$ cat src/rtl/lock_responder_pkg.sv
// Shared types for the lock responder.
// Optional stats widths are used when LOCK_RESPONDER_STATS_EN is set.
package lock_responder_pkg;

  typedef enum logic {
    LockAcquire = 1'b0,
    LockRelease = 1'b1
  } lock_op_e;

  typedef enum logic {
    StFree = 1'b0,
    StHeld = 1'b1
  } lock_state_e;

  localparam int LeaseW     = 16;
  localparam int GrantCntW  = 32;
  localparam int FailCntW   = 32;
  localparam int ExpireCntW = 16;

  function automatic int wrap_inc(
    input int i,
    input int n
  );
    return (i + 1 >= n) ? 0 : i + 1;
  endfunction

endpackage

$ cat src/rtl/lock_responder_if.sv
// Trial/verdict bundle between initiators and the lock responder.
// Stats outputs exist only with LOCK_RESPONDER_STATS_EN.
interface lock_responder_if #(
  parameter int NumReq = 4
);
  localparam int IdxW = $clog2(NumReq);

  logic [NumReq-1:0] req_valid_i;
  logic [NumReq-1:0] req_op_i;
  logic [NumReq-1:0] rsp_valid_o;
  logic [NumReq-1:0] rsp_ok_o;
  logic              locked_o;
  logic [IdxW-1:0]   owner_o;
  logic              expired_o;
`ifdef LOCK_RESPONDER_STATS_EN
  logic [31:0]       grant_cnt_o;
  logic [31:0]       fail_cnt_o;
  logic [15:0]       expire_cnt_o;

  modport master (
    output req_valid_i, req_op_i,
    input  rsp_valid_o, rsp_ok_o,
    input  locked_o, owner_o, expired_o,
    input  grant_cnt_o, fail_cnt_o,
    input  expire_cnt_o
  );

  modport slave (
    input  req_valid_i, req_op_i,
    output rsp_valid_o, rsp_ok_o,
    output locked_o, owner_o, expired_o,
    output grant_cnt_o, fail_cnt_o,
    output expire_cnt_o
  );
`else
  modport master (
    output req_valid_i, req_op_i,
    input  rsp_valid_o, rsp_ok_o,
    input  locked_o, owner_o, expired_o
  );

  modport slave (
    input  req_valid_i, req_op_i,
    output rsp_valid_o, rsp_ok_o,
    output locked_o, owner_o, expired_o
  );
`endif

endinterface

$ cat src/rtl/lock_rr_pick.sv
// Rotate-priority find-first-one from a start index.
// Purely combinational; used for round-robin lock arbitration.
module lock_rr_pick #(
  parameter int NumReq = 4,
  parameter int IdxW   = $clog2(NumReq)
) (
  input  logic [NumReq-1:0] i_req,
  input  logic [IdxW-1:0]   i_start,
  output logic              o_valid,
  output logic [IdxW-1:0]   o_idx
);

  logic [IdxW-1:0] w_sel;

  // Scan from farthest to nearest so the nearest hit wins.
  always_comb begin
    o_valid = 1'b0;
    o_idx   = '0;
    w_sel   = '0;
    for (int k = NumReq - 1; k >= 0; k--) begin
      w_sel = IdxW'((int'(i_start) + k) % NumReq);
      if (i_req[w_sel]) begin
        o_valid = 1'b1;
        o_idx   = w_sel;
      end
    end
  end

endmodule

$ cat src/rtl/lock_responder.sv
// Shared-lock responder with round-robin grant and lease expiry.
// LOCK_RESPONDER_STATS_EN adds saturating grant/fail/expire counters.
module lock_responder
  import lock_responder_pkg::*;
#(
  parameter int NumReq      = 4,
  parameter int LeaseCycles = 1024
) (
  input logic       clk_i,
  input logic       rst_i,
  lock_responder_if.slave bus
);

  localparam int IdxW = $clog2(NumReq);
  localparam logic [LeaseW-1:0] LeaseInit =
    LeaseW'(LeaseCycles);
  localparam bit LeaseEn = (LeaseCycles > 0);

  lock_state_e       r_state;
  lock_state_e       w_state_nxt;
  logic [IdxW-1:0]   r_owner;
  logic [IdxW-1:0]   w_owner_nxt;
  logic [LeaseW-1:0] r_lease;
  logic [LeaseW-1:0] w_lease_nxt;
  logic [IdxW-1:0]   r_rr;
  logic [IdxW-1:0]   w_rr_nxt;
  logic [NumReq-1:0] r_rsp_valid;
  logic [NumReq-1:0] r_rsp_ok;
  logic [NumReq-1:0] w_ok;
  logic              r_expired;
  logic              w_expire;

  logic [NumReq-1:0] w_acq;
  logic [NumReq-1:0] w_rel;
  logic              w_held;
  logic              w_own_acq;
  logic              w_own_rel;
  logic              w_pick_valid;
  logic [IdxW-1:0]   w_pick_idx;

  assign w_acq     = bus.req_valid_i & ~bus.req_op_i;
  assign w_rel     = bus.req_valid_i & bus.req_op_i;
  assign w_held    = (r_state == StHeld);
  assign w_own_acq = w_held & w_acq[r_owner];
  assign w_own_rel = w_held & w_rel[r_owner];

  lock_rr_pick #(
    .NumReq (NumReq),
    .IdxW   (IdxW)
  ) u_pick (
    .i_req   (w_acq),
    .i_start (r_rr),
    .o_valid (w_pick_valid),
    .o_idx   (w_pick_idx)
  );

  // Verdicts and next lock state, all from pre-cycle state.
  always_comb begin
    w_state_nxt = r_state;
    w_owner_nxt = r_owner;
    w_lease_nxt = r_lease;
    w_rr_nxt    = r_rr;
    w_ok        = '0;
    w_expire    = 1'b0;
    unique case (r_state)
      StFree: begin
        if (w_pick_valid) begin
          w_ok[w_pick_idx] = 1'b1;
          w_state_nxt      = StHeld;
          w_owner_nxt      = w_pick_idx;
          w_lease_nxt      = LeaseInit;
          w_rr_nxt         = IdxW'(wrap_inc(
            int'(w_pick_idx), NumReq));
        end
      end
      StHeld: begin
        w_ok[r_owner] = bus.req_valid_i[r_owner];
        w_expire = LeaseEn
          && (r_lease == LeaseW'(1))
          && !w_own_acq;
        if (w_own_rel || w_expire) begin
          w_state_nxt = StFree;
          w_owner_nxt = '0;
          w_lease_nxt = '0;
        end else if (w_own_acq) begin
          w_lease_nxt = LeaseInit;
        end else if (LeaseEn) begin
          w_lease_nxt = r_lease - LeaseW'(1);
        end
      end
      default: ;
    endcase
  end

  // Lock, lease, round-robin and verdict registers.
  always_ff @(posedge clk_i or posedge rst_i) begin
    if (rst_i) begin
      r_state     <= StFree;
      r_owner     <= '0;
      r_lease     <= '0;
      r_rr        <= '0;
      r_rsp_valid <= '0;
      r_rsp_ok    <= '0;
      r_expired   <= 1'b0;
    end else begin
      r_state     <= w_state_nxt;
      r_owner     <= w_owner_nxt;
      r_lease     <= w_lease_nxt;
      r_rr        <= w_rr_nxt;
      r_rsp_valid <= bus.req_valid_i;
      r_rsp_ok    <= w_ok;
      r_expired   <= w_expire;
    end
  end

  assign bus.rsp_valid_o = r_rsp_valid;
  assign bus.rsp_ok_o    = r_rsp_ok;
  assign bus.locked_o    = w_held;
  assign bus.owner_o     = r_owner;
  assign bus.expired_o   = r_expired;

`ifdef LOCK_RESPONDER_STATS_EN
  logic [GrantCntW-1:0]  r_grant_cnt;
  logic [FailCntW-1:0]   r_fail_cnt;
  logic [ExpireCntW-1:0] r_expire_cnt;
  logic [NumReq-1:0]     w_fail;
  logic                  w_grant;
  logic [FailCntW:0]     w_fail_sum;

  assign w_fail     = bus.req_valid_i & ~w_ok;
  assign w_grant    = |(w_ok & w_acq);
  assign w_fail_sum = {1'b0, r_fail_cnt}
    + (FailCntW + 1)'($countones(w_fail));

  // Saturating event counters.
  always_ff @(posedge clk_i or posedge rst_i) begin
    if (rst_i) begin
      r_grant_cnt  <= '0;
      r_fail_cnt   <= '0;
      r_expire_cnt <= '0;
    end else begin
      if (w_grant && (r_grant_cnt != '1))
        r_grant_cnt <= r_grant_cnt + GrantCntW'(1);
      if (w_fail_sum[FailCntW])
        r_fail_cnt <= '1;
      else
        r_fail_cnt <= w_fail_sum[FailCntW-1:0];
      if (w_expire && (r_expire_cnt != '1))
        r_expire_cnt <= r_expire_cnt + ExpireCntW'(1);
    end
  end

  assign bus.grant_cnt_o  = r_grant_cnt;
  assign bus.fail_cnt_o   = r_fail_cnt;
  assign bus.expire_cnt_o = r_expire_cnt;
`endif

endmodule

$ cat src/flat_wrapper.sv
// flat-port wrapper written by rule: the top's interface ports become plain ports
module lock_responder_flat import lock_responder_pkg::*;
#(
  parameter int NumReq      = 4,
  parameter int LeaseCycles = 1024
)
  (clk_i, rst_i, bus_req_valid_i, bus_req_op_i, bus_rsp_valid_o, bus_rsp_ok_o, bus_locked_o, bus_owner_o, bus_expired_o);
  lock_responder_if #(.NumReq(NumReq)) bus_i ();
  input logic clk_i;
  input logic rst_i;
  input wire logic [$bits(bus_i.req_valid_i)-1:0] bus_req_valid_i;
  input wire logic [$bits(bus_i.req_op_i)-1:0] bus_req_op_i;
  output wire logic [$bits(bus_i.rsp_valid_o)-1:0] bus_rsp_valid_o;
  output wire logic [$bits(bus_i.rsp_ok_o)-1:0] bus_rsp_ok_o;
  output wire logic [$bits(bus_i.locked_o)-1:0] bus_locked_o;
  output wire logic [$bits(bus_i.owner_o)-1:0] bus_owner_o;
  output wire logic [$bits(bus_i.expired_o)-1:0] bus_expired_o;
  assign bus_i.req_valid_i = bus_req_valid_i;
  assign bus_i.req_op_i = bus_req_op_i;
  assign bus_rsp_valid_o = bus_i.rsp_valid_o;
  assign bus_rsp_ok_o = bus_i.rsp_ok_o;
  assign bus_locked_o = bus_i.locked_o;
  assign bus_owner_o = bus_i.owner_o;
  assign bus_expired_o = bus_i.expired_o;
  lock_responder #(.NumReq(NumReq), .LeaseCycles(LeaseCycles)) u_core (.clk_i(clk_i), .rst_i(rst_i), .bus(bus_i));
endmodule
$ cat config.mk
export PLATFORM = sky130hd
export DESIGN_NAME = lock_responder_flat
export DESIGN_NICKNAME = d
export VERILOG_FILES = /design/src/rtl/lock_responder_pkg.sv /design/src/rtl/lock_responder_if.sv /design/src/rtl/lock_rr_pick.sv /design/src/rtl/lock_responder.sv /design/src/flat_wrapper.sv
export SDC_FILE = /design/constraint.sdc
export NUM_CORES = 1
export LEC_CHECK = 0
export BUFFER_PORTS_ARGS = -buffer_cell sky130_fd_sc_hd__buf_2
export CAP_MARGIN = 20
export CORE_MARGIN = 2
export CORE_UTILIZATION = 51
export CTS_CLUSTER_DIAMETER = 60
export CTS_CLUSTER_SIZE = 40
export DETAILED_ROUTE_END_ITERATION = 8
export PLACE_DENSITY = 0.76
export SYNTH_ARGS = -nofsm -noshare
export SYNTH_HDL_FRONTEND = slang
export SYNTH_SLANG_ARGS = --single-unit
$ cat constraint.sdc
create_clock -name clk_i -period 1.8 [get_ports clk_i]
set_input_delay 0 -clock clk_i [delete_from_list [all_inputs] [get_ports clk_i]]
set_output_delay 0 -clock clk_i [all_outputs]
set_load 0.02 [all_outputs]
# After elaboration in Yosys (flattened, before gate mapping)
# Index checks and enable logic that the tools add are counted.
# word_totals
reg_bits,30
latchBits,0
ram_bits,0
romBits,0
inputBits,10
output_inout_bits,12
word_cells,78
n_memories,0
# classes
addsub,5
n_mul,0
div,0
order_cmp,9
eq_ne,3
shifts,0
n_mux,40
n_bitwise,7
reduce_logical,7
# op_table
op,count
16-bit 2-to-1 mux,3
16-bit one-hot mux with 2 select lines,1
2-bit by 3-bit less-than comparator with 1-bit output (second input constant),6
16-bit by 1-bit equality test with 1-bit output (second input constant),1
1-bit 2-to-1 mux,16
16-bit by 1-bit subtractor with 16-bit output (second input constant),1
1-bit binary-select mux with 2-bit select,7
2-bit 2-to-1 mux,7
4-bit bitwise AND,3
4-bit one-hot mux with 2 select lines,1
2-bit adder (second input constant),2
1-bit demux with 2-bit select,2
2-bit by 1-bit >= comparator with 1-bit output (second input constant),2
4-bit 2-to-1 mux,1
2-bit != test (second input constant),2
4-bit NOT,1
2-bit one-hot mux with 2 select lines,1
2-bit AND reduction,2
2-bit by 1-bit adder with 3-bit output (second input constant),1
3-bit >= comparator (second input constant),1
1-bit logical AND,3
2-bit by 1-bit adder with 2-bit output (second input constant),1
1-bit bitwise AND,2
1-bit one-hot mux with 2 select lines,1
3 further kinds,3

# Depth between registers and ports, before layout
# Gate-level depths: netlist of the first run.
# depth
word_depth,14
ltp_mapped,7
mapped_depth_nobuf,6

# Cells and area by module
# From an unflattened synthesis of the first run, not the netlist that was laid out.
# hier_totals
hier_cells,192
area_unflattened_um2,1761.7
# modules_own_cells
mod,instances,cells_each,area_per_inst_um2,seq_area_each_um2
lock_responder,1,179,1684.1,750.7
lock_rr_pick,1,13,77.6,0.0

# Least setup slack after synthesis of the first run
# OpenSTA, ideal clock, no wires.
# synth_timing
path_type,register to register
from,register u_core.r_owner[0] (netlist: u_core.bus.owner_o[0])
to,register u_core.r_lease[11]
setup_time_ns,0.101
arrival_time_ns,1.826
required_time_ns,1.699
path_slack_ns,-0.127
path_stages_with_launch,7
n_path_buf,1
synth_period_minus_slack_ns,1.927
path_cell_list,dfrtp_1 buf_4 inv_2 mux4_2 a22oi_4 nand2_4 o311ai_2
# synth_via
elab_chain_len,8
elab_cells_between_ends,12
classes_between,mux: 7; bitwise: 2; reduce/logical: 3
# synth_rtl
element,line_no,text
from (decl),lock_responder.sv:21,logic [IdxW-1:0] r_owner;
from (signal assigned),lock_responder.sv:107,r_owner <= w_owner_nxt;
1-bit binary-select mux with 2-bit select,lock_responder.sv:44,assign w_own_acq = w_held & w_acq[r_owner];
1-bit 2-to-1 mux (not written as such),lock_responder.sv:44,
1-bit bitwise AND,lock_responder.sv:44,
1-bit logical NOT,lock_responder.sv:80,&& !w_own_acq;
1-bit logical AND,lock_responder.sv:80,
1-bit logical OR,lock_responder.sv:81,if (w_own_rel || w_expire) begin
16-bit 2-to-1 mux (*),lock_responder.sv:81,
16-bit one-hot mux with 2 select lines (*),lock_responder.sv:65,unique case (r_state)
to (signal assigned),lock_responder.sv:108,r_lease <= w_lease_nxt;
to (decl),lock_responder.sv:23,logic [LeaseW-1:0] r_lease;
# Every way passes the cells marked *; elsewhere a longest branch is shown, timed or not. The select of a mux whose other input is x is not followed.
# A chain may end at the register's enable or synchronous reset.

# Final worst setup path of the first run
# layout_timing
from,register u_core.r_lease[3]
to,register u_core.r_lease[10]
# layout_via
elab_chain_len,5
elab_cells_between_ends,7
classes_between,add/sub: 1; eq/ne: 1; mux: 3; reduce/logical: 2
# layout_rtl
element,line_no
"parallel branches: the longest is 3 deep, another holds 16-bit by 1-bit subtractor with 16-bit output",-
16-bit 2-to-1 mux (*),lock_responder.sv:81
16-bit one-hot mux with 2 select lines (*),lock_responder.sv:65
# Mark *: on every way between the ends.

==> results of run 1 <==
cell families after synthesis:
kind of cell | after synthesis
and+or+nand+nor | 86
xor gates and xnor gates | 2
adders and majority gates | 6
DFF | 30
muxes | 3
AOI/OAI and AO/OA | 34
buffers and inverters | 15
placed cells by master, fill, tap and decap left out, drive strengths merged:
cell type / Yosys / layout
a211oi: 2 / 2
a21oi: 1 / 1
a22oi: 4 / 4
a31oi: 1 / 1
a32o: 4 / 4
and2: 2 / 2
and3b: 1 / 1
buf: 6 / 50
clkbuf: 0 / 8
dfrtp: 30 / 30
dlygate4sd3: 0 / 5
ha: 6 / 6
inv: 9 / 9
mux2: 1 / 1
mux2i: 1 / 1
mux4: 1 / 1
nand2: 21 / 21
nand2b: 4 / 4
nand3: 19 / 19
nand3b: 6 / 6
nand4: 3 / 3
nor2: 8 / 8
nor2b: 7 / 7
nor3: 6 / 6
nor4: 4 / 4
o211ai: 5 / 5
o21a: 2 / 2
o21ai: 8 / 8
o221ai: 1 / 1
o22ai: 1 / 1
o311ai: 3 / 3
o31ai: 1 / 1
o32a: 1 / 1
or3: 4 / 4
or4: 1 / 1
xnor2: 2 / 2
layout make-up:
type                       count  area share
multi-input combinational    131      0.4175
sequential                    30      0.3350
timing repair buffer          55      0.1706
clock buffer                   8     0.03512
tap                           46     0.02564
inverter                       9     0.01617
worst max-delay path by stage:
| stage | endpoint | slack (ns) | depth (start not counted) | startpoint |
|---|---|---|---|---|
| 2_1_floorplan | u_core.r_lease[11]$_DFFE_PP0P_ | -0.06 | 6 | u_core.bus.owner_o[0]$_DFFE_PP0P_ |
| 3_3_place_gp | u_core.r_lease[2]$_DFFE_PP0P_ | -0.004 | 6 | u_core.bus.owner_o[0]$_DFFE_PP0P_ |
| 3_5_place_dp | u_core.r_lease[3]$_DFFE_PP0P_ | -0.08 | 5 | u_core.r_lease[5]$_DFFE_PP0P_ |
| 4_1_cts | u_core.r_lease[15]$_DFFE_PP0P_ | 0.0008 | 6 | u_core.r_lease[5]$_DFFE_PP0P_ |
| 5_1_grt | u_core.r_lease[12]$_DFFE_PP0P_ | -0.09 | 5 | u_core.r_lease[2]$_DFFE_PP0P_ |
| 6_report | u_core.r_lease[10]$_DFFE_PP0P_ | 0.02 | 6 | u_core.r_lease[3]$_DFFE_PP0P_ |
worst register-to-register path: stages (launching register included):
cell      delay [ns]
dfrtp_1         0.43
nor4_4          0.30
buf_4           0.19
nand3b_1        0.15
nor4_1          0.33
xnor2_1         0.17
o21ai_0         0.09
state kept, by name, indices dropped and copies added (netlist names):
register                cells
u_core.bus.expired_o        1
u_core.bus.locked_o         1
u_core.bus.owner_o          2
u_core.bus.rsp_ok_o         4
u_core.bus.rsp_valid_o      4
u_core.r_lease             16
u_core.r_rr                 2
report_power, final:
part / switching [mW] / internal [mW]
clock: 0.242 / 0.267
combinational: 1.16 / 1.01
sequential: 0.229 / 0.895
per-layer routing:
layer / wire length, µm / up-vias
li1: - / 759
met1: 1873 / 784
met2: 2144 / 56
met3: 262 / 4
met4: 33 / 0
met5: 0 / -
repair_timing:
item	4_1_cts	5_1_grt
endpoints found under the setup margin	17	15
pin swaps	1	5
setup buffers	4	3
resized for setup	1	9
endpoints found under the hold margin	38	0
hold buffers	5	0
cloned	0	0
stage by stage:
step                      hold WS (ns)    util  setup TNS [ns]
after CTS                       0.2727  0.6686               0
after floorplan                0.03143       -         -0.4139
after detailed placement       0.09158  0.6187         -0.6166
after global routing            0.2991  0.6834         -0.5352
final                           0.2654  0.6834               0
after global placement         0.09190  0.6187       -0.005102
==> results.toml, run 1 <==
[timing]
fin_ws_ns = 0.01554
timing.final.max_slew_violations = 0
hold_viol = 0
max_freq_ghz = 0.5604
final.setup_skew_ns = 0.01086
slew_headroom = 0.6997
fin_crit_sh = 0.9914
rsz0062_at_grt = "yes"
fin_crit_ns = 1.784
max_slew.worst_pin.slew_ns = 0.4496
setup_viol = 0

[yosys]
synthCells = 176
async_flop_share = 1.000
synth_top_area_share = 0.4338
synth.yosys.warnings = 0
syn_area_mm2 = 0.001730
yosysMostFrequentCell = "dfrtp_1"
synth_flop_cell = "dfrtp_1"
ys_seq_elements = 30
syn-mean-instance-area_um2 = 9.832
synthDistinctLibCells = 42
yosys.area_share.xor_xnor = 0.01012
synth_top_cell_by_area = "dfrtp_1"
synth_mux_area_frac = 0.02531
synthAdderAreaFrac = 0.04338
synth_commonest_cells = "dfrtp_1 (30), nand2_1 (20), nand3_1 (19)"
yosys.area_share.simple = 0.2740
synth_compound_area_frac = 0.1663
synth_edf_count = 0
ys_seq_area_frac = 0.4338
syn_nets = 192
netlist_top_cells_area = "dfrtp_1 (43%), nand3_1 (5.5%), ha_1 (4.3%), nand2_1 (4.3%), o311ai_2 (2.8%)"
synth_top_family_by_area = "simple AND/OR/NAND/NOR gates"

[floorplanning]
io_pins = 22
initial_utilization = 0.5269
fp.dieW_um = 62.25
die_area_mm2 = 0.003875
core.rowCount = 21
core-area_mm2 = 0.003284
die_y_um = 62.25

[setup_path]
timing.rr.end = "u_core.r_lease[10]$_DFFE_PP0P_"
crit_arrival_ns = 2.01
crit_buf_inv = 1
worstSetupEndpointType = "register"
rr_worst_depth = 6
regToRegSetupSlack_ns = 0.02
crit_path_top_delay_cell = "dfrtp_1"
critPathKind = "reg -> reg"
worst_ep_required_time_ns = 2.03
cp_slowest_stage_delay_ns = 0.43
reg2reg_from = "u_core.r_lease[3]$_DFFE_PP0P_"
crit_fanout = 5
crit_path_start_kind = "register"
crit_family = "simple AND/OR/NAND/NOR gates"
crit_chain = "nor4_4 -> buf_4 -> nand3b_1 -> nor4_1 -> xnor2_1 -> o21ai_0"

[global_routing]
grt-ovfl-total = 0
gr-usage-all-layers = 0.2273
grt_pass1_vias = 1583
antenna_found_initial = 0
grt_max_degree = 31
grt_util_met3 = 0.06341
grt_first_pass_wirelength_um = 7065
use_met1 = 0.2781
met2_usage = 0.3845
grt_busiest_layer = "met2"

[finish]
finalNetCount = 248
n_fill_cell = 261
area_growth_syn_to_layout_pct = 29.72
fin_area_mm2 = 0.002245
seqCellArea_um2 = 752.0
drive_gt1_frac = 0.3348
multi_input_area_um2 = 937.1
diodes = 0
fin_cells = 279

[routing]
routed-via-count = 1603
final_antenna_net_count = 0
wl_um = 4313
vias_per_cell = 5.746
drt_iter0_markers = 104
first_pass_iters = 4
post_drt_wl_per_cell_um = 15.46
post-route-drc-count = 0

[placed_design]
gp_congestion = 0.8732
pre_cts_slack_ns = -0.07677
dp.cells = 260
place_area_mm2 = 0.002032
place_hpwl_um = 2977
portBuffers = 21

[power]
power.density_mw_per_mm2 = 1695
p_leak_nw = 1.033
power.total_mw = 3.804
vdd_drop_max_uv = 876.2

[status]
status = "finished clean"

[hold_path]
hp-class = "in -> async"

[clock_network]
worstSkewPairLatency_ns = 0.34
cts_buffers = 5
path_clk_slew_ns = 0.10
cts_tree = "built"
htree_levels = 2
cts_buffer_depth = 2
clock-sinks = 30
cts-root-buf = "clkbuf_4"

[flow_run]
maxCapViolCount = 0
No activity file was read; power rests on OpenSTA's default activity.
==> inputs of run 2 (changes only) <==
--- a/config.mk
+++ b/config.mk
@@ -5,14 +5,15 @@
 export SDC_FILE = /design/constraint.sdc
 export NUM_CORES = 1
 export LEC_CHECK = 0
+export ABC_AREA = 1
 export BUFFER_PORTS_ARGS = -buffer_cell sky130_fd_sc_hd__buf_2
 export CAP_MARGIN = 20
 export CORE_MARGIN = 2
-export CORE_UTILIZATION = 51
+export CORE_UTILIZATION = 52
 export CTS_CLUSTER_DIAMETER = 60
-export CTS_CLUSTER_SIZE = 40
+export CTS_CLUSTER_SIZE = 25
 export DETAILED_ROUTE_END_ITERATION = 8
-export PLACE_DENSITY = 0.76
+export PLACE_DENSITY = 0.77
 export SYNTH_ARGS = -nofsm -noshare
 export SYNTH_HDL_FRONTEND = slang
 export SYNTH_SLANG_ARGS = --single-unit
==> results.toml, run 2 <==
[status]
status = "finished clean"

[yosys]
synth_top_cell_by_area = "dfrtp_1"
async_flop_share = 1.000
synth_top_area_share = 0.3849
yosysMostFrequentCell = "nand2_1"
syn_area_mm2 = 0.001951
synth_flop_cell = "dfrtp_1"
syn_nets = 273
synth_edf_count = 0
synth_commonest_cells = "nand2_1 (82), dfrtp_1 (30), nor2_1 (26)"
synthCells = 257
synthDistinctLibCells = 33
ys_seq_elements = 30
syn-mean-instance-area_um2 = 7.590
synth.yosys.warnings = 0
ys_seq_area_frac = 0.3849
netlist_top_cells_area = "dfrtp_1 (38%), nand2_1 (16%), nor2_1 (5.0%), nand3_1 (4.9%), inv_1 (4.8%)"

[floorplanning]
core.rowCount = 22
io_pins = 22
initial_utilization = 0.5368
die_area_mm2 = 0.004257
core-area_mm2 = 0.003633
fp.dieW_um = 65.25
die_y_um = 65.25

[flow_run]
maxCapViolCount = 0

[placed_design]
place_area_mm2 = 0.002157
dp.cells = 332
portBuffers = 21
place_hpwl_um = 3202
gp_congestion = 0.8642

[setup_path]
timing.rr.end = "u_core.bus.rsp_ok_o[2]$_DFF_PP0_"
crit_start = "u_core.r_rr[0]$_DFFE_PP0P_"
reg2reg_from = "u_core.r_rr[0]$_DFFE_PP0P_"
critPathKind = "reg -> reg"
crit_path_start_kind = "register"
rr_worst_depth = 13
worstSetupEndpointType = "register"
regToRegSetupSlack_ns = 0.08
worst_ep_required_time_ns = 1.97
crit_fanout = 6
crit_arrival_ns = 1.89

[hold_path]
hp-start = "bus_req_op_i[0]"
min_delay_worst_endpoint = "u_core.r_lease[15]$_DFFE_PP0P_"
hold_depth = 6
hp-class = "in -> reg"

[clock_network]
htree_levels = 2
clock-sinks = 30
cts_buffer_depth = 2
cts-root-buf = "clkbuf_8"
cts_tree = "built"
cts_buffers = 5
path_clk_slew_ns = 0.06
worstSkewPairLatency_ns = 0.28

[finish]
area_growth_syn_to_layout_pct = 25.34
n_fill_cell = 325
fin_area_mm2 = 0.002445
drive_gt1_frac = 0.2924
mostFrequentLayoutCells = "nand2_1 (73), dfrtp_1 (29), nor2_1 (26), inv_1 (24), buf_2 (21)"
seqCellArea_um2 = 752.0
finalNetCount = 316
largest_register_ffs = 16
multi_input_area_mm2 = 0.001156
fin_cells = 349
regMostFlops = "u_core.r_lease"
layout_commonest_cell = "nand2_1"
diodes = 0

[timing]
timing.final.max_slew_violations = 0
hold_viol = 0
hold_ws_ns = 0.2697
setup_viol = 0
max_freq_ghz = 0.5812
rsz0062_at_grt = "yes"
fin_crit_ns = 1.721
final.setup_skew_ns = 0.003336
fin_crit_sh = 0.9558
max_slew.worst_pin.slew_ns = 0.3840
slew_headroom = 0.7440

[power]
vdd_drop_max_uv = 1072
power.total_mw = 4.462
power.density_mw_per_mm2 = 1825
p_leak_nw = 1.243

[global_routing]
antenna_found_initial = 0
grt_first_pass_wirelength_um = 7755
gr-usage-all-layers = 0.2377
grt_pass1_vias = 1736
grt_max_degree = 31
grt-ovfl-total = 0

[routing]
first_pass_iters = 4
wl_um = 4458
drt_iter0_markers = 147
post_drt_wl_per_cell_um = 12.77
post-route-drc-count = 0
routed-via-count = 1807
final_antenna_net_count = 0
vias_per_cell = 5.178
run 2: cell types whose count changed after synthesis, moves of 5 or more:
cell,change
inv_1,+17
nand2_1,+62
nand3b_1,-6
nor2_1,+18
nor2b_1,-7
o21ai_2,+7
xor2_1,+5
run 2: how the worst max path moves through the flow:
stage,slack (ns),to,cells past startpoint
after global placement,0.05,u_core.r_rr[1]$_DFFE_PP0P_,9
after detailed placement,-0.06,u_core.bus.rsp_ok_o[2]$_DFF_PP0_,11
after floorplan,0.11,u_core.r_rr[1]$_DFFE_PP0P_,10
final,0.08,u_core.bus.rsp_ok_o[2]$_DFF_PP0_,13
after CTS,0.04,u_core.r_rr[1]$_DFFE_PP0P_,13
after global routing,-0.03,u_core.r_rr[1]$_DFFE_PP0P_,12
run 2: critical path, cell delays in order (launching register included):
cell and delay, ns:
dfrtp_2 0.43, buf_6 0.14, nand3_1 0.10, o21ai_2 0.10, nand2_1 0.10, nand2_1 0.09
nand2_1 0.07, nand2_1 0.08, nand2_2 0.08, nand2_4 0.10, inv_2 0.04, ha_2 0.17
nand2_1 0.05, o21ai_1 0.05
run 2: cell type report:
| type | count | share of cell area |
|---|---|---|
| multi-input cells | 196 | 0.4729 |
| flip-flops and latches | 30 | 0.3076 |
| repair buffers | 38 | 0.1034 |
| inverters | 29 | 0.04657 |
| clock buffers | 8 | 0.04504 |
| well taps | 48 | 0.02457 |
run 2: what timing repair did:
action	CTS	global route
hold endpoints to repair	34	0
endpoints found under the setup margin	4	6
setup buffers	0	4
hold buffers	5	0
pin swaps	0	12
gates resized for setup	3	28
run 2: metal layers:
metal | track usage | wire length [µm] | part of all wire | vias to the layer above
li1 | - | - | - | 908
met1 | 0.2832 | 1824 | 0.41 | 846
met2 | 0.4031 | 2366 | 0.53 | 40
met3 | 0.04795 | 156 | 0.035 | 13
met4 | 0.1250 | 110 | 0.025 | 0
met5 | 0 | 0 | 0 | -
run 2: cell families after synthesis:
logic type               count (synthesis)  share of synthesized area
AND/OR/NAND/NOR                        150                     0.3547
buffers and inverters                   31                    0.06799
AO/OA/AOI/OAI                           30                     0.1090
flip-flops                              30                     0.3849
XOR/XNOR                                10                    0.04490
adder cells (fa/ha/maj)                  6                    0.03849
run 2: per-stage QoR:
stage | util | setup TNS (ns) | worst slack (ns)
2_1_floorplan | - | 0 | 0.1116
3_3_place_gp | 0.5937 | 0 | 0.04953
3_5_place_dp | 0.5937 | -0.1578 | -0.06182
4_1_cts | 0.6381 | 0 | 0.04236
5_1_grt | 0.6729 | -0.08796 | -0.02654
6_report | 0.6729 | 0 | 0.07948
run 2: where the power goes:
part / internal [mW] / switching [mW] / total [mW]
Sequential: 0.893 / 0.261 / 1.15
Combinational: 1.04 / 1.63 / 2.67
Clock: 0.386 / 0.252 / 0.638
Total: 2.32 / 2.14 / 4.46
==> inputs of run 3 (changes only) <==
--- a/config.mk
+++ b/config.mk
@@ -8,7 +8,7 @@
 export ABC_AREA = 1
 export BUFFER_PORTS_ARGS = -buffer_cell sky130_fd_sc_hd__buf_2
 export CAP_MARGIN = 20
-export CORE_MARGIN = 2
+export CORE_MARGIN = 5
 export CORE_UTILIZATION = 52
 export CTS_CLUSTER_DIAMETER = 60
 export CTS_CLUSTER_SIZE = 25
==> results.toml, run 3 (synthesis gave the netlist of run 2 again) <==
[hold_path]
hp-start = "bus_req_op_i[0]"
hp-class = "in -> reg"

[power]
p_leak_nw = 1.251
vdd_drop_max_uv = 1186
power.density_mw_per_mm2 = 1886

[placed_design]
dp.cells = 330
gp_congestion = 0.8738
place_hpwl_um = 3183
portBuffers = 21

[floorplanning]
core-area_mm2 = 0.003661
fp.dieW_um = 71.25
initial_utilization = 0.5328
die_y_um = 71.25
io_pins = 22
die_area_mm2 = 0.005076
core.rowCount = 22

[global_routing]
grt-ovfl-total = 0
grt_max_degree = 31
grt_first_pass_wirelength_um = 7562
antenna_found_initial = 0
gr-usage-all-layers = 0.1847
grt_pass1_vias = 1716

[setup_path]
worst_ep_required_time_ns = 1.97
crit_arrival_ns = 1.92
worstSetupEndpointType = "register"
critPathKind = "reg -> reg"
crit_start = "u_core.r_rr[0]$_DFFE_PP0P_"
crit_fanout = 6
cp_slowest_stage_delay_ns = 0.45
reg2reg_from = "u_core.r_rr[0]$_DFFE_PP0P_"
crit_path_top_delay_cell = "dfrtp_2"
crit_chain = "buf_6 -> nand3_1 -> o21ai_2 -> nand2_1 -> nand2_1 -> nand2_2 -> nand2_2 -> nand2_2 -> nand2_4 -> inv_2 -> ha_1 -> nand2_1 -> o21ai_0"
crit_path_start_kind = "register"

[finish]
seqCellArea_um2 = 752.0
layout_commonest_cell = "nand2_1"
finalNetCount = 314
area_growth_syn_to_layout_pct = 26.94
fin_cells = 347
multi_input_area_mm2 = 0.001157
largest_register_ffs = 16
regMostFlops = "u_core.r_lease"
n_fill_cell = 300
diodes = 0
mostFrequentLayoutCells = "nand2_1 (70), dfrtp_1 (29), nor2_1 (26), inv_1 (22), buf_2 (21)"
drive_gt1_frac = 0.3043

[timing]
hold_viol = 0
final.setup_skew_ns = 0.007635
timing.final.max_slew_violations = 0
timing.setup.tns_ns = 0
max_freq_ghz = 0.5709
slew_headroom = 0.7190
fin_crit_ns = 1.752
fin_crit_sh = 0.9731
max_slew.worst_pin.slew_ns = 0.4161
setup_viol = 0

[clock_network]
clock-sinks = 30
cts_tree = "built"
path_clk_slew_ns = 0.07
worstSkewPairLatency_ns = 0.29
cts_buffers = 5
htree_levels = 2
cts-root-buf = "clkbuf_8"
cts_buffer_depth = 2

[status]
status = "finished clean"

[flow_run]
maxCapViolCount = 0

[routing]
final_antenna_net_count = 0
first_pass_iters = 4
drt_iter0_markers = 131
vias_per_cell = 5.213
post_drt_wl_per_cell_um = 12.90
post-route-drc-count = 0
routed-via-count = 1809
wl_um = 4475
## run 3: per-layer routing
| layer | wire length (µm) | track usage |
|---|---|---|
| met1 | 1936 | 0.2204 |
| met2 | 2354 | 0.3265 |
| met3 | 154 | 0.04488 |
| met4 | 29 | 0.05637 |
| met5 | 0 | 0 |
## run 3: final cells by class
class	instances	share of cell area
multi-input combinational	196	0.4674
sequential	30	0.3037
timing repair buffer	36	0.1011
inverter	29	0.04598
clock buffer	6	0.03335
clock inverter	2	0.02425
tap	48	0.02425
## run 3: where the power goes
group / switching, mW / total, mW / internal [mW]
Clock: 0.270 / 0.861 / 0.590
Sequential: 0.259 / 1.15 / 0.893
Combinational: 1.63 / 2.66 / 1.03
## run 3: through the flow
stage / cell area [µm²] / utilization / power (mW) / hold WS (ns) / setup slack (ns)
4_1_cts: 2349 / 0.6415 / 4.392 / 0.2661 / 0.02934
2_1_floorplan: 1951 / - / 2.933 / 0.03143 / 0.1116
6_report: 2476 / 0.6764 / 4.670 / 0.2750 / 0.04846
3_5_place_dp: 2155 / 0.5885 / 3.505 / 0.09813 / -0.05685
5_1_grt: 2476 / 0.6764 / 5.109 / 0.2911 / -0.06006
3_3_place_gp: 2155 / 0.5885 / 3.450 / 0.09236 / 0.03232
## run 3: critical path, delay by kind of cell, from the launching register on
kind                       cells  cell delay, ns
and+or+nand+nor                8            0.63
DFF                            1            0.45
AOI/OAI and AO/OA              2            0.18
buffers and inverters          2            0.19
adders and majority gates      1            0.18
## run 3: worst paths after layout
check	to	slack (ns)	cells after the start
max	u_core.bus.rsp_ok_o[2]$_DFF_PP0_	0.05	13
min	u_core.r_lease[15]$_DFFE_PP0P_	0.27	6
max reg2reg	u_core.bus.rsp_ok_o[2]$_DFF_PP0_	0.05	13
min reg2reg	u_core.r_lease[13]$_DFFE_PP0P_	0.53	2
max in group asynchronous	u_core.r_rr[0]$_DFFE_PP0P_	1.17	4
min in group asynchronous	u_core.bus.rsp_valid_o[1]$_DFF_PP0_	0.33	4
## run 3: timing repair
action                                 CTS  global route
gates resized for setup                  3            29
setup endpoints to repair                4             6
buffers inserted                         0             4
endpoints found under the hold margin   34             0
pin swaps                                0             9
hold buffers                             5             0
